<file path="src/rtl/lut_window_sequencer.sv">
// Time-multiplexed feeder/collector for a single 5-input LUT cell.
// Slides a 5-bit window across the operand and gathers one o5 bit per clock.
module lut_window_sequencer #(
    parameter int DATA_W = 16,
    parameter int IDX_W  = 5
) (
    input  logic              clk,
    input  logic              rst,
    input  logic              in_valid,
    output logic              in_ready,
    input  logic [DATA_W-1:0] in_data,
    output logic [4:0]        lut_i,
    input  logic              lut_o5,
    output logic              out_valid,
    input  logic              out_ready,
    output logic [DATA_W-1:0] out_data,
    output logic              busy
);

    typedef enum logic [1:0] {
        IDLE,
        SCAN,
        DONE
    } state_t;

    localparam logic [IDX_W-1:0] LAST = IDX_W'(DATA_W - 1);

    state_t            state;
    state_t            state_nxt;
    logic [DATA_W-1:0] opsr;
    logic [DATA_W-1:0] res;
    logic [IDX_W-1:0]  idx;

    always_comb begin
        state_nxt = state;
        in_ready  = 1'b0;
        out_valid = 1'b0;
        lut_i     = '0;
        unique case (state)
            IDLE: begin
                in_ready = 1'b1;
                if (in_valid) state_nxt = SCAN;
            end
            SCAN: begin
                lut_i = opsr[4:0];
                if (idx == LAST) state_nxt = DONE;
            end
            DONE: begin
                out_valid = 1'b1;
                if (out_ready) state_nxt = IDLE;
            end
            default: state_nxt = IDLE;
        endcase
    end

    always_ff @(posedge clk or posedge rst) begin
        if (rst) state <= IDLE;
        else     state <= state_nxt;
    end

    // res is cleared on accept, so OR-ing each bit in is a plain write
    always_ff @(posedge clk or posedge rst) begin
        if (rst) begin
            opsr <= '0;
            res  <= '0;
            idx  <= '0;
        end else if (state == IDLE && in_valid) begin
            opsr <= in_data;
            res  <= '0;
            idx  <= '0;
        end else if (state == SCAN) begin
            res  <= res | (DATA_W'(lut_o5) << idx);
            opsr <= opsr >> 1;
            idx  <= idx + IDX_W'(1);
        end
    end

    assign out_data = res;
    assign busy     = (state != IDLE);

endmodule

</file>
<file path="config.mk">
export PLATFORM = sky130hd
export DESIGN_NAME = lut_window_sequencer
export DESIGN_NICKNAME = d
export VERILOG_FILES = /design/src/rtl/lut_window_sequencer.sv
export SDC_FILE = /design/constraint.sdc
export NUM_CORES = 1
export LEC_CHECK = 0
export ABC_CLOCK_PERIOD_IN_PS = 1500
export CORE_MARGIN = 1.5
export CORE_UTILIZATION = 43
export DETAILED_ROUTE_END_ITERATION = 16
export PLACE_DENSITY_LB_ADDON = 0.25
export SKIP_CTS_REPAIR_TIMING = 1
export SYNTH_ARGS = -nofsm -noshare
export SYNTH_HDL_FRONTEND = slang
export SYNTH_SLANG_ARGS = --single-unit
</file>
<file path="constraint.sdc">
create_clock -name clk -period 1.5 [get_ports clk]
set_clock_uncertainty 0.1 [all_clocks]
set_input_delay 0.15 -clock clk [delete_from_list [all_inputs] [get_ports clk]]
set_output_delay 0.15 -clock clk [all_outputs]
set_load 0.01 [all_outputs]
</file>
==> results of run 1 <==
==> cells by family (layout without fill, tap and decap cells) <==
kind of cell             count (synthesis)  in the layout  share of synthesized area [%]
flip-flops                              39             39                           58.0
AND/OR/NAND/NOR                         76             76                           20.5
buffers and inverters                   18             80                           4.24
multiplexers                             1              1                          0.595
adder cells (fa/ha/maj)                  2              2                           1.49
AO/OA/AOI/OAI                           39             39                           15.1
==> worst min-delay path by stage <==
stage,startpoint,endpoint,cells after the start
3_3_place_gp,opsr[7],opsr[7],2
2_1_floorplan,in_data[15],opsr[15],2
6_report,rst,out_data[14],3
4_1_cts,rst,out_data[14],3
5_1_grt,rst,out_data[14],3
3_5_place_dp,opsr[4],opsr[4],2
==> Yosys cell counts, types with 2 or more instances <==
| cell type | instances | area [um^2] |
|---|---|---|
| clkbuf_1 | 7 | 26.3 |
| nand3_1 | 4 | 20.0 |
| o21ai_1 | 3 | 15.0 |
| ha_1 | 2 | 25.0 |
| buf_2 | 3 | 15.0 |
| nand2_1 | 53 | 199 |
| nand3b_1 | 2 | 15.0 |
| o21ai_0 | 13 | 65.1 |
| o31ai_1 | 3 | 22.5 |
| dfrtp_1 | 39 | 976 |
| nand2b_1 | 2 | 12.5 |
| a31oi_1 | 4 | 25.0 |
| a22oi_1 | 11 | 82.6 |
| nor2_1 | 5 | 18.8 |
| inv_1 | 8 | 30.0 |
==> sequential cells by signal (all words and copies together), names as in the netlist <==
register  cells
idx           5
opsr         16
out_data     16
state         2
==> stage by stage <==
| stage | instances | util [%] | cell area (um^2) | power, mW |
|---|---|---|---|---|
| CTS | 282 | 64.8 | 2410 | 4.80 |
| finish | 285 | 67.4 | 2500 | 5.03 |
| global placement | 274 | 61.7 | 2290 | 3.79 |
| global route | 285 | 67.4 | 2500 | 5.37 |
| detailed placement | 274 | 61.7 | 2290 | 3.89 |
| floorplan | 175 | - | 1680 | 2.78 |
==> cell type report <==
type / instances / area, um^2
inverter: 8 / 30.0
timing repair buffer: 64 / 629
multi-input combinational: 118 / 693
clock inverter: 3 / 47.5
clock buffer: 5 / 68.8
tap: 48 / 60.1
sequential: 39 / 976
fill: 302 / 1210
==> layer usage <==
metal	up-vias	share of wire, %	GRT usage [%]	routed length (um)
met5	-	0	0	0
met4	0	1.9	7.55	74
met3	8	5.3	5.48	206
met2	46	52	34.1	2020
met1	733	41	24.8	1620
li1	713	-	-	-
==> critical path, cell delays in order (launching register included) <==
cell and delay (ns):
dfrtp_1 0.40, buf_6 0.13, and4bb_1 0.30, or3b_4 0.42, o31ai_2 0.18
==> power breakdown <==
| group | total [mW] | internal (mW) | leakage [nW] | switching (mW) |
|---|---|---|---|---|
| registers | 1.79 | 1.49 | 0.505 | 0.299 |
| clock network | 0.899 | 0.504 | 0.0587 | 0.395 |
| logic | 2.34 | 1.24 | 0.624 | 1.10 |
| total | 5.03 | 3.23 | 1.19 | 1.80 |
==> flow_summary.json, run 1 <==
{
  "outcome": "finished, violations left",
  "violations": "negative setup slack",
  "synth_nets": 198,
  "end_kind": "flop",
  "ant_nets": 0,
  "rsz0062_at_grt": "true",
  "synth_edf_count": 0,
  "vias_per_cell": 5.26,
  "hold_violations": 0,
  "path_clk_slew_ns": 0.09,
  "worst_pin_slew_ns": 0.304,
  "min_path_type": "input pin to asynchronous set/reset pin",
  "final_common_cell": "nand2_1",
  "io_pins": 45,
  "holdWs_ns": 0.116,
  "start_util_pct": 45.3,
  "area_growth_pct": 49.0,
  "peakVddDrop_mv": 0.846,
  "r2r_start": "state[1]",
  "fin_crit_sh_pct": 108,
  "root_buffer": "clkbuf_8",
  "startpoint_type": "flop",
  "crit_required_ns": 1.61,
  "clkLatencyLatePin_ns": 0.30,
  "startpoint": "state[1]",
  "fin_nets": 259,
  "core_region_area_um2": 3720,
  "fmax_ghz": 0.618,
  "ys_seq_area_share_pct": 58.0,
  "routabilityCongestion": 0.786,
  "std_cell_rows": 22,
  "reg2reg_slack_ns": -0.12,
  "syn_avg_cell_area_um2": 9.61,
  "synth_cell_types": 31,
  "setup_tns_ns": -0.681,
  "yosys_warnings": 0,
  "die_w_um": 65.5,
  "r2r_end": "out_data[0]",
  "ys_seq_elements": 39,
  "p_leak_nw": 1.19,
  "htreeDepth": 2,
  "slew_headroom_pct": 79.8,
  "dr.pass1.iters": 4,
  "cellPowerDensity_nw_per_um2": 2010,
  "synthArstFlopShare_pct": 100,
  "cts_tree": "yes",
  "synth_area_um2": 1680,
  "wl_mm": 3.92,
  "worstPathArrival_ns": 1.73,
  "drive_gt1_share_pct": 22.4,
  "r2r_cells": 4,
  "grt_util_all_layers_pct": 20.2,
  "grt_max_degree": 40,
  "dieArea_um2": 4290,
  "dp_slack_ns": -0.150,
  "synth_flop_cell": "dfrtp_1",
  "crit_type": "flop to flop",
  "clkSinkCount": 39,
  "path_max_fanout": 4,
  "cts_buffers": 5,
  "endpoint": "out_data[0]",
  "port_buffers": 44,
  "layout_min_cycle_time_ns": 1.62,
  "maxCapViolCount": 0,
  "final_cell_mix": "nand2_1, dfrtp_1, clkdlybuf4s50_1, buf_4, a22oi_1",
  "drtIter0Drc": 101,
  "route.vias.total": 1500,
  "fin_ws_ns": -0.117,
  "grt_pass1_wl_mm": 6.56,
  "drc": 0,
  "antenna_found_initial": 0,
  "finalSetupViolCount": 14,
  "wl_per_cell_um": 13.7,
  "die_y_um": 65.5,
  "gr-total-overflow": 0,
  "diodes": 0,
  "hpwl_mm": 2.70,
  "postSynthCellCount": 175,
  "grt_pass1_vias": 1492,
  "cts.path.max_buffers": 2,
  "slew_violations": 0
}
No activity file was read; power rests on OpenSTA's default activity.
==> inputs of run 2 (changes only) <==
CTS_BUF_LIST = sky130_fd_sc_hd__clkbuf_16   (was default)
==> flow_summary.json, run 2 (synthesis results as in run 1) <==
{
  "outcome": "finished, violations left",
  "violations": "negative setup slack",
  "drtIter0Drc": 82,
  "route.vias.total": 1501,
  "dp.cells": 274,
  "vias_per_cell": 5.27,
  "p_leak_nw": 1.22,
  "met3_usage_pct": 4.79,
  "sw_frac_of_total_pct": 34.3,
  "crit_required_ns": 1.59,
  "setup_tns_ns": -0.463,
  "fin_crit_sh_pct": 107,
  "wl_mm": 3.97,
  "drive_gt1_share_pct": 21.5,
  "clkSinkCount": 39,
  "multiInputGateArea_um2": 683,
  "dp_slack_ns": -0.150,
  "finalNonFillerCells": 285,
  "layout_min_cycle_time_ns": 1.60,
  "maxCapViolCount": 0,
  "core_region_area_um2": 3720,
  "dr.pass1.iters": 4,
  "total_power_mw": 5.34,
  "die_w_um": 65.5,
  "p_switching_mw": 1.83,
  "cts.path.max_buffers": 2,
  "io_pins": 45,
  "fin_nets": 259,
  "grt_pass1_vias": 1530,
  "wl_per_cell_um": 13.9,
  "worst_pin_slew_ns": 0.310,
  "n_fill_cell": 284,
  "register_area_um2": 976,
  "grt_use_met2_pct": 34.4,
  "busiest_layer": "met2",
  "drc": 0,
  "rsz0062_at_grt": "true",
  "area_growth_pct": 51.9,
  "die_y_um": 65.5,
  "grt_max_degree": 40,
  "antenna_found_initial": 0,
  "cts_buffers": 5,
  "finalSetupViolCount": 10,
  "dieArea_um2": 4290,
  "final_common_cell": "nand2_1",
  "fin_ws_ns": -0.102,
  "routabilityCongestion": 0.786,
  "min_path_type": "input pin to asynchronous set/reset pin",
  "port_buffers": 44,
  "end_kind": "flop",
  "fmax_ghz": 0.624,
  "diodes": 0,
  "startpoint_type": "flop",
  "slew_headroom_pct": 79.3,
  "peakVddDrop_mv": 0.920,
  "hpwl_mm": 2.70,
  "power_frac_seq_pct": 33.5,
  "worstPathArrival_ns": 1.70,
  "grt_util_all_layers_pct": 20.1,
  "cellPowerDensity_nw_per_um2": 2090,
  "crit_type": "flop to flop",
  "clkLatencyLatePin_ns": 0.28,
  "gr-total-overflow": 0,
  "pwr-share-comb_pct": 43.6,
  "slew_violations": 0,
  "htreeDepth": 2,
  "p_int_mw": 3.51,
  "path_max_fanout": 4,
  "ant_nets": 0,
  "hold_violations": 0,
  "cts_tree": "yes",
  "std_cell_rows": 22,
  "grt_use_met1_pct": 24.4,
  "path_clk_slew_ns": 0.06,
  "grt_pass1_wl_mm": 6.60,
  "start_util_pct": 45.3,
  "clock_power_share_pct": 22.9,
  "root_buffer": "clkbuf_16",
  "final_cell_mix": "nand2_1, dfrtp_1, clkdlybuf4s50_1, buf_4"
}
[run 2: cell count changes in the layout (fill, tap and decap cells not counted), moves of 2 or more]
| cell | previous run | this run |
|---|---|---|
| clkbuf_16 | 0 | 5 |
| clkbuf_8 | 5 | 0 |
| o21ai_0 | 7 | 5 |
| o21ai_1 | 9 | 11 |
[run 2: final cells by class]
type                            count  share of cell area [%]
Multi-Input combinational cell    118                    26.7
Tap cell                           48                    2.35
Sequential cell                    39                    38.2
Clock inverter                      3                    1.86
Clock buffer                        5                    4.90
Inverter                            8                    1.18
Timing Repair Buffer               64                    24.8
[run 2: metrics by stage]
step | cell area, um^2 | utilization (%) | hold WS (ns)
finish | 2550 | 68.8 | 0.143
floorplan | 1680 | - | 0.155
global route | 2550 | 68.8 | 0.177
detailed placement | 2290 | 61.7 | 0.362
CTS | 2470 | 66.4 | 0.156
global placement | 2290 | 61.7 | 0.358
[run 2: per-layer routing]
metal	routed length [um]	part of all wire, %	vias up
met1	1660	42	738
met4	55	1.4	0
met3	171	4.3	8
met5	0	0	-
li1	-	-	715
met2	2080	52	40
[run 2: critical path, cell delays in order (launching register included)]
cell and delay [ns]:
dfrtp_1 0.40, buf_6 0.13, and4bb_1 0.29, or3b_4 0.42
o31ai_2 0.18
[run 2: worst paths after layout]
check | slack [ns] | cells after the start | from | to
max | -0.10 | 4 | state[1] | out_data[0]
min | 0.14 | 3 | rst | out_data[14]
max reg2reg | -0.10 | 4 | state[1] | out_data[0]
min reg2reg | 0.37 | 2 | out_data[4] | out_data[4]
max in group asynchronous | 0.96 | 3 | rst | opsr[6]
min in group clk | 0.31 | 3 | in_data[15] | opsr[15]
[run 2: power by group through the flow]
stage	Sequential (mW)	Clock (mW)	Combinational, mW
6_report	1.79	1.22	2.33
5_1_grt	1.85	1.29	2.55
4_1_cts	1.75	1.24	2.14
3_5_place_dp	1.76	0	2.13
3_3_place_gp	1.73	0	2.06
2_1_floorplan	1.81	0	0.971
==> inputs of run 3 (changes only) <==
TNS_END_PERCENT = 50   (was default)
==> flow_summary.json, run 3 (synthesis results as in run 1) <==
{
  "outcome": "finished, violations left",
  "violations": "negative setup slack",
  "hold_violations": 0,
  "cellPowerDensity_nw_per_um2": 2090,
  "wl_per_cell_um": 13.9,
  "port_buffers": 44,
  "grt_util_all_layers_pct": 20.1,
  "route.vias.total": 1505,
  "vias_per_cell": 5.28,
  "crit_type": "flop to flop",
  "final_cell_mix": "nand2_1, dfrtp_1, clkdlybuf4s50_1, buf_4",
  "antenna_found_initial": 0,
  "dp_slack_ns": -0.150,
  "drc": 0,
  "htreeDepth": 2,
  "fmax_ghz": 0.624,
  "maxCapViolCount": 0,
  "fin_nets": 259,
  "setup_tns_ns": -0.469,
  "path_max_fanout": 4,
  "drtIter0Drc": 82,
  "r2r_end": "out_data[0]",
  "peakVddDrop_mv": 0.919,
  "die_w_um": 65.5,
  "r2r_start": "state[1]",
  "path_clk_slew_ns": 0.06,
  "drive_gt1_share_pct": 21.5,
  "reg2reg_slack_ns": -0.10,
  "layout_min_cycle_time_ns": 1.60,
  "end_kind": "flop",
  "worst_pin_slew_ns": 0.310,
  "finalNonFillerCells": 285,
  "diodes": 0,
  "dp.cells": 274,
  "p_leak_nw": 1.22,
  "cts_buffers": 5,
  "area_growth_pct": 51.9,
  "finalSetupViolCount": 10,
  "die_y_um": 65.5,
  "final_common_cell": "nand2_1",
  "grt_max_degree": 40,
  "fin_crit_sh_pct": 107,
  "cts_tree": "yes",
  "dr.pass1.iters": 4,
  "wl_mm": 3.96,
  "std_cell_rows": 22,
  "grt_pass1_vias": 1530,
  "slowest_delay_ns": 0.42,
  "dieArea_um2": 4290,
  "clkLatencyLatePin_ns": 0.28,
  "core_region_area_um2": 3720,
  "start_util_pct": 45.3,
  "routabilityCongestion": 0.786,
  "slew_headroom_pct": 79.3,
  "startpoint_type": "flop",
  "gr-total-overflow": 0,
  "io_pins": 45,
  "n_fill_cell": 284,
  "min_path_type": "input pin to asynchronous set/reset pin",
  "slowest_stage": "or3b_4",
  "crit_required_ns": 1.59,
  "slew_violations": 0,
  "register_area_um2": 976,
  "clkSinkCount": 39,
  "r2r_cells": 4,
  "post-route-util_pct": 68.8,
  "rsz0062_at_grt": "true",
  "multiInputGateArea_um2": 683,
  "path_cells": "buf_6, and4bb_1, or3b_4, o31ai_2",
  "total_power_mw": 5.34,
  "ant_nets": 0,
  "worstPathArrival_ns": 1.70,
  "grt_pass1_wl_mm": 6.60,
  "root_buffer": "clkbuf_16",
  "cts.path.max_buffers": 2,
  "fin_ws_ns": -0.102,
  "hpwl_mm": 2.70
}
[run 3: cell counts in the layout (fill, tap and decap cells not counted)]
No cell type changed its count.
[run 3: per-layer routing]
layer  up-vias  part of all wire [%]  GRT usage [%]
met5         -                     0              0
met2        38                    53           34.4
met1       744                    42           24.4
met4         0                   1.4           7.55
li1        715                     -              -
met3         8                   4.2           4.79
[run 3: cell type report]
type	instances	area share, %
Timing Repair Buffer	64	24.8
Multi-Input combinational cell	118	26.7
Inverter	8	1.18
Sequential cell	39	38.2
Clock inverter	3	1.86
Clock buffer	5	4.90
Tap cell	48	2.35
[run 3: power by group]
part / total (mW) / internal (mW) / switching (mW) / leakage, nW
logic: 2.33 / 1.22 / 1.10 / 0.631
registers: 1.79 / 1.49 / 0.298 / 0.505
clock network: 1.22 / 0.793 / 0.430 / 0.0844
[run 3: metrics by stage]
stage	cell area, um^2	hold slack [ns]
2_1_floorplan	1680	0.155
3_3_place_gp	2290	0.358
3_5_place_dp	2290	0.362
4_1_cts	2470	0.156
5_1_grt	2550	0.177
6_report	2550	0.142
[run 3: worst max-delay path by stage]
stage | end | from | slack (ns)
detailed placement | lut_i[0] | state[1] | -0.15
CTS | lut_i[0] | state[1] | -0.46
floorplan | out_data[0] | state[1] | 0.02
finish | out_data[0] | state[1] | -0.10
global placement | lut_i[0] | state[1] | -0.12
global route | out_data[0] | state[1] | -0.16
[run 3: worst max-delay path, delay by kind of cell, from the launching register on]
family | cells | cell delay [ns]
simple gates | 2 | 0.71
flops | 1 | 0.40
compound gates | 1 | 0.18
buf+inv | 1 | 0.13
==> edit (config.mk and constraints of run 3) <==
The parameter `DATA_W` goes from 16 to 24.
--- a/src/rtl/lut_window_sequencer.sv
+++ b/src/rtl/lut_window_sequencer.sv
@@ -1,7 +1,7 @@
 // Time-multiplexed feeder/collector for a single 5-input LUT cell.
 // Slides a 5-bit window across the operand and gathers one o5 bit per clock.
 module lut_window_sequencer #(
-    parameter int DATA_W = 16,
+    parameter int DATA_W = 24,
     parameter int IDX_W  = 5
 ) (
     input  logic              clk,
Ports: changed (resized in_data and out_data); port bits go from 45 to 61. No check against the original RTL was run, so the function may have changed too.
==> edit against run 3 <==
The flow still finishes with violations (negative setup slack); via count rose by 35%; sequential cell count rose by 16; area after synthesis rose by 39%; worst setup slack got worse by 0.10 ns; routed wire length rose by 42%; global-route usage fell by 1.5 points; total power rose by 29%; final area rose by 37%; critical endpoint is now opsr[3]$_DFFE_PP0P_; largest cell class unchanged.
==> edit: results (changes against run 3) <==
outcome=complete, but fails checks (unchanged); failing checks=negative setup slack (unchanged); initial drt markers=167 (was 82); DR WL met2=2.84 mm (was 2.09 mm); GP Congestion=0.750 (was 0.786); Critical Path AT=1.77 ns (was 1.70 ns); Critical Path Sink=opsr[3]$_DFFE_PP0P_ (was out_data[0]$_DFFE_PP0P_); first-pass detailed-route iteration total=4 (unchanged); Yosys warnings=0 (unchanged); Synth area leaders=dfrtp_1, nand2_1, a22oi_1 (unchanged); Total GRT Usage=18.6% (was 20.1%); initial antenna violation count=0 (unchanged); share of layout cells above drive strength 1=22.6% (was 21.5%); Syn Nets=271 (was 198); critical path peak fanout=18 (was 4); first-pass GRT wire length=8.78 mm (was 6.60 mm); DR top layer=met4 (unchanged); total CTS buffers=5 (unchanged); setup violators final=39 (was 10); placed cells=370 (was 274); Worst-path clk slew=0.07 ns; Fillers=417 (was 284); Total Wirelength=5.61 mm (was 3.96 mm); post-synthesis cell count=241 (was 175); cell taking the most area after synthesis=dfrtp_1 (unchanged); worst skew pair latency=0.29 ns; met3 WL post-DR=280 um (was 166 um); Detail Placement HPWL=3.44 mm (was 2.70 mm); Slew @ Worst Pin=0.345 ns (was 0.310 ns); setup TNS=-5.99 ns (was -0.469 ns); Post-DP Area=0.00307 sq mm (was 0.00229 sq mm); largest net degree at the start of global routing=56 (was 40); Pleak=1.68 nW (was 1.22 nW); via count of the first global-routing pass=1,941 (was 1,530); Worst R2R Path Depth=6 (was 4); PnR worst setup slack=-0.203 ns (was -0.102 ns); vias per cell=5.23 (was 5.28); Yosys cell types=28 (was 31); ys async rst share=100% (unchanged); IO buf count=60 (was 44); htree depth=2 (unchanged); Finished Layout Cells=388 (was 285); CTS Buffer Depth=2 (unchanged); register area share after synthesis=59.1% (was 58.0%); dpl ws=-0.146 ns (was -0.150 ns); VDD IR max=0.786 mV (was 0.919 mV); nets@finish=347 (was 259); Root Driver=clkbuf_16 (unchanged); WL met1=2.46 mm (was 1.65 mm); Synth top cells by count=nand2_1, dfrtp_1, a22oi_1 (was nand2_1, dfrtp_1, o21ai_0)
[edit: how the worst min path moves through the flow]
stage	end	slack (ns)	cells after the start
6_report	out_data[4]$_DFFE_PP0P_	0.20	3
3_3_place_gp	opsr[4]$_DFFE_PP0P_	0.36	2
2_1_floorplan	idx[0]$_DFFE_PP0P_	0.12	1
4_1_cts	out_data[4]$_DFFE_PP0P_	0.20	3
5_1_grt	out_data[4]$_DFFE_PP0P_	0.24	3
3_5_place_dp	opsr[4]$_DFFE_PP0P_	0.36	2
[edit: area by class of cell]
type,instances,area (sq um),share of cell area [%]
multi-input cells,164,968,27.7
clock inverters,3,42.5,1.22
flip-flops and latches,55,1380,39.4
clock buffers,5,125,3.58
repair buffers,84,863,24.7
inverters,7,30.0,0.860
well taps,70,87.6,2.51
[edit: layer usage]
layer	vias to the layer above	track usage, %
met5	-	0
met4	0	4.44
met3	2	5.15
met2	68	31.0
met1	995	24.0
li1	964	-
[edit: where the power goes]
group / switching (mW) / internal (mW)
sequential: 0.422 / 2.11
clock: 0.527 / 0.789
combinational: 1.49 / 1.54
[edit: critical path, cell delays in order (launching register included)]
cell and delay, ns:
dfrtp_1 0.39, buf_4 0.14, buf_8 0.12, or3b_4 0.48, clkbuf_16 0.22, nor2_1 0.09
a31oi_1 0.04
[edit: kinds of logic (layout without fill, tap and decap cells)]
kind of cell	count (synthesis)	count (layout)	share of synthesized area, %
AOI/OAI and AO/OA	54	54	14.3
adders and majority gates	1	1	0.537
DFF	55	55	59.1
buffers and inverters	22	99	5.32
muxes	2	2	0.859
and+or+nand+nor	107	107	19.9
